### config.mk
export PLATFORM = sky130hd
export DESIGN_NAME = acc_core_mc
export DESIGN_NICKNAME = d
export VERILOG_FILES = /design/src/rtl/acc_core_pkg.sv /design/src/rtl/acc_core_alu.sv /design/src/rtl/acc_core_mc.sv
export SDC_FILE = /design/constraint.sdc
export NUM_CORES = 1
export LEC_CHECK = 0
export ABC_AREA = 1
export CORE_MARGIN = 2
export CORE_UTILIZATION = 50
export CTS_CLUSTER_SIZE = 10
export DETAILED_ROUTE_END_ITERATION = 8
export GPL_ROUTABILITY_DRIVEN = 0
export HOLD_SLACK_MARGIN = 0.02
export PLACE_DENSITY_LB_ADDON = 0.2
export SLEW_MARGIN = 15
export SYNTH_ARGS = -nofsm -noshare
export SYNTH_HDL_FRONTEND = slang
export SYNTH_SLANG_ARGS = --single-unit
### constraint.sdc
create_clock -name clk -period 3.7 [get_ports clk]
set_input_delay 0.37 -clock clk [delete_from_list [all_inputs] [get_ports clk]]
set_output_delay 0.37 -clock clk [all_outputs]
set_load 0.01 [all_outputs]
### src/rtl/acc_core_pkg.sv
// Shared opcode, FSM-state and ALU-function definitions for the multi-cycle accumulator core.
package acc_core_pkg;

  localparam logic [3:0] OP_NOP = 4'h0;
  localparam logic [3:0] OP_LDI = 4'h1;
  localparam logic [3:0] OP_LDR = 4'h2;
  localparam logic [3:0] OP_STR = 4'h3;
  localparam logic [3:0] OP_ADD = 4'h4;
  localparam logic [3:0] OP_SUB = 4'h5;
  localparam logic [3:0] OP_AND = 4'h6;
  localparam logic [3:0] OP_OR  = 4'h7;
  localparam logic [3:0] OP_XOR = 4'h8;
  localparam logic [3:0] OP_JR  = 4'h9;
  localparam logic [3:0] OP_BRA = 4'hA;
  localparam logic [3:0] OP_JZ  = 4'hB;
  localparam logic [3:0] OP_JC  = 4'hC;
  localparam logic [3:0] OP_SHL = 4'hD;
  localparam logic [3:0] OP_SHR = 4'hE;
  localparam logic [3:0] OP_HLT = 4'hF;

  typedef enum logic [1:0] {ST_FETCH, ST_EXEC, ST_HALT} state_e;

  typedef enum logic [2:0] {
    ALU_PASSB, ALU_ADD, ALU_SUB, ALU_AND, ALU_OR, ALU_XOR, ALU_SHL, ALU_SHR
  } alu_func_e;

  function automatic alu_func_e op_to_func(input logic [3:0] op);
    case (op)
      OP_ADD:  return ALU_ADD;
      OP_SUB:  return ALU_SUB;
      OP_AND:  return ALU_AND;
      OP_OR:   return ALU_OR;
      OP_XOR:  return ALU_XOR;
      OP_SHL:  return ALU_SHL;
      OP_SHR:  return ALU_SHR;
      default: return ALU_PASSB;
    endcase
  endfunction

endpackage

### src/rtl/acc_core_alu.sv
// Combinational ALU for the accumulator core; cout is carry, borrow or shifted-out bit by function.
module acc_core_alu
  import acc_core_pkg::*;
#(
  parameter int unsigned DATA_W = 8
) (
  input  logic [DATA_W-1:0] a,
  input  logic [DATA_W-1:0] b,
  input  alu_func_e         func,
  input  logic              cin,
  output logic [DATA_W-1:0] result,
  output logic              cout,
  output logic              zero
);

  logic [DATA_W:0] w_ext;

  always_comb begin
    w_ext  = '0;
    result = '0;
    cout   = 1'b0;
    case (func)
      ALU_ADD: begin
        w_ext  = {1'b0, a} + {1'b0, b} + {{DATA_W{1'b0}}, cin};
        result = w_ext[DATA_W-1:0];
        cout   = w_ext[DATA_W];
      end
      // Unsigned underflow wraps into the extra top bit, which is the borrow.
      ALU_SUB: begin
        w_ext  = {1'b0, a} - {1'b0, b} - {{DATA_W{1'b0}}, cin};
        result = w_ext[DATA_W-1:0];
        cout   = w_ext[DATA_W];
      end
      ALU_AND: result = a & b;
      ALU_OR:  result = a | b;
      ALU_XOR: result = a ^ b;
      ALU_SHL: begin
        result = a << 1;
        cout   = a[DATA_W-1];
      end
      ALU_SHR: begin
        result = a >> 1;
        cout   = a[0];
      end
      default: result = b;
    endcase
  end

  assign zero = ~|result;

endmodule

### src/rtl/acc_core_mc.sv
// Multi-cycle accumulator core: FETCH with req/ack wait states, one-cycle EXEC, sticky HALT.
module acc_core_mc
  import acc_core_pkg::*;
#(
  parameter int unsigned DATA_W   = 8,
  parameter int unsigned PC_W     = 8,
  parameter int unsigned NREG     = 16,
  parameter int unsigned OPND_W   = 4,
  parameter int unsigned RESET_PC = 0
) (
  input  logic              clk,
  input  logic              CLB,
  output logic              imem_req,
  output logic [PC_W-1:0]   imem_addr,
  input  logic              imem_ack,
  input  logic [OPND_W+3:0] imem_data,
  output logic [PC_W-1:0]   pc,
  output logic [DATA_W-1:0] acc,
  output logic              zf,
  output logic              cf,
  output logic              retire,
  output logic              halted
);

  localparam int unsigned RA_W = $clog2(NREG);

  state_e              r_state;
  logic [PC_W-1:0]     r_pc;
  logic [DATA_W-1:0]   r_acc;
  logic                r_zf;
  logic                r_cf;
  logic [OPND_W+3:0]   r_ir;
  logic [DATA_W-1:0]   r_regs [NREG];

  logic [3:0]          w_op;
  logic [OPND_W-1:0]   w_opnd;
  logic [RA_W-1:0]     w_ra;
  logic [DATA_W-1:0]   w_r;
  logic [DATA_W-1:0]   w_imm;
  logic [DATA_W-1:0]   w_b;
  logic [PC_W-1:0]     w_off;
  logic [PC_W-1:0]     w_pc_rel;
  logic [PC_W-1:0]     w_jr;
  alu_func_e           w_func;
  logic [DATA_W-1:0]   w_res;
  logic                w_cout;
  logic                w_zero;

  assign w_op     = r_ir[OPND_W+3:OPND_W];
  assign w_opnd   = r_ir[OPND_W-1:0];
  assign w_ra     = w_opnd[RA_W-1:0];
  assign w_r      = r_regs[w_ra];
  assign w_imm    = DATA_W'(w_opnd);
  assign w_off    = PC_W'(signed'(w_opnd));
  // pc already points past the branch here, so offset -1 re-executes it.
  assign w_pc_rel = r_pc + w_off;
  assign w_jr     = PC_W'(w_r);
  assign w_b      = (w_op == OP_LDI) ? w_imm : w_r;
  assign w_func   = op_to_func(w_op);

  acc_core_alu #(.DATA_W(DATA_W)) u_alu (
    .a      (r_acc),
    .b      (w_b),
    .func   (w_func),
    .cin    (1'b0),
    .result (w_res),
    .cout   (w_cout),
    .zero   (w_zero)
  );

  always_ff @(posedge clk) begin
    if (CLB) begin
      r_state <= ST_FETCH;
      r_pc    <= PC_W'(RESET_PC);
      r_acc   <= '0;
      r_ir    <= '0;
      r_zf    <= 1'b0;
      r_cf    <= 1'b0;
      for (int unsigned i = 0; i < NREG; i++) r_regs[i] <= '0;
    end else begin
      case (r_state)
        ST_FETCH: begin
          if (imem_ack) begin
            r_ir    <= imem_data;
            r_pc    <= r_pc + PC_W'(1);
            r_state <= ST_EXEC;
          end
        end
        ST_EXEC: begin
          r_state <= (w_op == OP_HLT) ? ST_HALT : ST_FETCH;
          case (w_op)
            OP_LDI, OP_LDR, OP_AND, OP_OR, OP_XOR: begin
              r_acc <= w_res;
              r_zf  <= w_zero;
            end
            OP_ADD, OP_SUB, OP_SHL, OP_SHR: begin
              r_acc <= w_res;
              r_zf  <= w_zero;
              r_cf  <= w_cout;
            end
            OP_STR: r_regs[w_ra] <= r_acc;
            OP_JR:  r_pc <= w_jr;
            OP_BRA: r_pc <= w_pc_rel;
            OP_JZ:  if (r_zf) r_pc <= w_pc_rel;
            OP_JC:  if (r_cf) r_pc <= w_pc_rel;
            default: ;
          endcase
        end
        ST_HALT: ;
        default: r_state <= ST_FETCH;
      endcase
    end
  end

  assign imem_req  = (r_state == ST_FETCH);
  assign imem_addr = r_pc;
  assign pc        = r_pc;
  assign acc       = r_acc;
  assign zf        = r_zf;
  assign cf        = r_cf;
  assign retire    = (r_state == ST_EXEC);
  assign halted    = (r_state == ST_HALT);

endmodule

==> metrics.txt <==
Min-Delay Endpoint=zf$_SDFFE_PP0P_; post-layout util=57.1%; FF-to-FF path depth=21; TritonRoute pass-1 iters=6; clock sink count=160; cell taking the most area after synthesis=edfxtp_1; Final min period=3.30 ns; cts repair resizes=0; first-pass GRT wire length=40.4 mm; # IOs=40; setup TNS=0 ns; via count=7908; worst min path class=reg2reg; reg2reg end=zf$_SDFFE_PP0P_; CTS tree=yes; # port buffers=39; Reg2Reg Setup Slack=0.40 ns; worst endpoint required time=4.06 ns; Rel. slew slack=49.3%; initial antenna violation count=0; final wirelength=25.6 mm; Synth Instances=1178; RSZ-0062 raised after global routing=false; Clk Latency, worst-skew pair=0.43 ns; hold_sp=zf$_SDFFE_PP0P_; vias in the first global route=7396; net total in the final layout=1254; ant diodes=0; Yosys top cell area share=41.1%; Die X=141 um; total gr overflow=0; wire per inst=17.6 um; Final setup viols=0; H-Tree Depth=4; top post-synthesis cells by area=edfxtp_1 (41%), nand2_1 (12%), nor2_1 (8.1%); Die Area=19800 um2; status=finished clean; crit start category=flip-flop; post-synthesis register bit count=160; fraction of layout cells with a size suffix above 1=7.64%; maxcap violations=0; Mean Syn Cell Area=7.94 um2; Final Cycle Share=89.2%; largest net degree at the start of global routing=37; unique cell type count in the Yosys netlist=43; post-route ant nets=0; Longest Clk Path Bufs=2; gr usage total=26.5%; Worst Max-Slew Pin Slew=0.757 ns; Initial Util=50.5%; Root Buffer=clkbuf_16; die extent in y=141 um; hold_buf cts=0; Synth Warn #=0; FMAX=0.303 GHz; final hold violation count=0; power density cells=472 nW/um2; CP Max Fanout=36; Area Growth Syn to Fin=13.2%; worst path arrival time=3.66 ns; post-synthesis sequential area ratio=48.0%; core box area=18500 um2; initial DRC count=746; post-synth net total=1227; Fill cells=1711; Clk pin slew, worst setup/hold paths=0.06 ns; DRC Markers=0; max-slew violations=0; hold depth=2; number of vias per cell=5.45; Post-Syn Area=9350 um2; row count=50; worst hold slack=0.525 ns; crit path capture type=flip-flop; number of post-CTS setup repair buffers=0; HPWL Detailed=17.7 mm; P_leak=4.47 nW; Num CTS Buffers=17; Final Skew=0.00863 ns; Peak VDD IR=0.000351 V; critical path class=reg2reg
[flip-flops by register name, indices dropped and copies added, names as in the netlist, named ones only]
register and cells:
r_state 2, imem_addr 8, zf 1, cf 1, r_ir 8, acc 8
r_regs 128
[cell families (layout without fill, tap and decap cells)]
family,after synthesis,count (layout),share of synthesized area (%)
flip-flops,160,160,48.0
buffers and inverters,189,229,8.62
AND/OR/NAND/NOR,672,672,30.5
XOR/XNOR,6,6,0.562
adder cells (fa/ha/maj),38,38,5.33
AO/OA/AOI/OAI,113,113,7.04
[report_power, final]
group | switching (W) | total, W | internal, W | leakage [nW]
Combinational | 0.000659 | 0.000984 | 0.000325 | 2.58
Sequential | 0.0000647 | 0.00208 | 0.00201 | 1.59
Clock | 0.000712 | 0.00193 | 0.00122 | 0.310
[per-layer routing]
metal	track usage (%)	up-vias	part of all wire, %
li1	-	3886	-
met1	36.7	3675	44
met2	42.3	304	46
met3	5.03	43	7.4
met4	8.95	0	2.6
met5	0	-	0
[per-stage QoR]
stage / area (um2) / worst slack [ns] / instances / power [W]
5_1_grt: 10600 / 0.0750 / 1452 / 0.00519
2_1_floorplan: 9350 / 0.914 / 1178 / 0.00277
3_5_place_dp: 9940 / 0.433 / 1420 / 0.00308
3_3_place_gp: 9940 / 0.475 / 1420 / 0.00308
4_1_cts: 10600 / 0.397 / 1452 / 0.00499
6_report: 10600 / 0.398 / 1452 / 0.00499
[worst max-delay path by stage]
| stage | startpoint | endpoint | slack [ns] |
|---|---|---|---|
| after global routing | flip-flop | zf$_SDFFE_PP0P_ | 0.07 |
| after global placement | flip-flop | zf$_SDFFE_PP0P_ | 0.47 |
| after floorplan | flip-flop | zf$_SDFFE_PP0P_ | 0.91 |
| final | flip-flop | zf$_SDFFE_PP0P_ | 0.40 |
| after CTS | flip-flop | zf$_SDFFE_PP0P_ | 0.40 |
| after detailed placement | flip-flop | zf$_SDFFE_PP0P_ | 0.43 |
[cell usage in the layout, fill, tap and decap left out, drive strengths merged, types with 2 or more instances in the layout]
| cell | Yosys | routed |
|---|---|---|
| nand2 | 322 | 322 |
| nor2 | 208 | 208 |
| inv | 130 | 131 |
| edfxtp | 128 | 128 |
| nand3 | 112 | 112 |
| o21ai | 42 | 42 |
| clkdlybuf4s50 | 0 | 39 |
| a21oi | 39 | 39 |
| ha | 35 | 35 |
| dfxtp | 32 | 32 |
| clkbuf | 17 | 22 |
| buf | 34 | 20 |
| o211ai | 16 | 16 |
| nor3 | 15 | 15 |
| clkinv | 8 | 12 |
| nand4 | 8 | 8 |
| a221oi | 6 | 6 |
| xor2 | 5 | 5 |
| bufinv | 0 | 5 |
| o22ai | 4 | 4 |
| and2 | 3 | 3 |
| fa | 3 | 3 |
| or2 | 3 | 3 |
| o221ai | 2 | 2 |
[worst max-delay path: stages (launching register included)]
cell	delay, ns
dfxtp_2	0.39
buf_6	0.28
nor2_1	0.09
nor2_1	0.13
o21ai_1	0.10
nand3_1	0.12
nand3_1	0.17
nand2_1	0.14
nand2_1	0.16
ha_1	0.40
nor2_1	0.23
and2_1	0.16
nand2_1	0.06
nand2_1	0.07
nand2_1	0.04
nand3_1	0.06
nand3_1	0.10
nand2_1	0.10
nand2_1	0.06
nor2_1	0.11
nand3_1	0.10
a21oi_2	0.15
[cell usage after synthesis]
cell type  number
nand3_2         2
ha_1           35
dfxtp_1        32
a31oi_1         1
buf_1           4
or2_2           1
inv_1         121
o21ai_1         8
nand2_1       302
and2_1          3
nor3_2          1
buf_4          10
a211oi_1        1
buf_2          15
buf_6           5
a21oi_1        37
o22ai_1         4
or2_0           1
nor3_4          4
o21ai_0        34
nor3_1         10
a21oi_2         2
o211ai_1       16
nor2_4          1
or2_1           1
nand3b_1        1
inv_4           1
clkinv_1        8
xor2_1          5
xnor2_1         1
nand3_1       110
a221oi_1        6
nor2_1        202
nand2_2        20
nor2_2          5
clkbuf_1       17
o31ai_1         1
fa_1            3
inv_2           8
o2111ai_1       1
nand4_1         8
o221ai_1        2
edfxtp_1      128
[cell type report]
cell class	instances	area (um2)	share of cell area, %
Sequential cell	160	4490	42.4
Multi-Input combinational cell	829	4060	38.4
Timing Repair Buffer	59	582	5.50
Inverter	138	520	4.92
Clock buffer	22	454	4.29
Tap cell	234	293	2.77
Clock inverter	10	185	1.75
(Power assumes the default switching activity.)
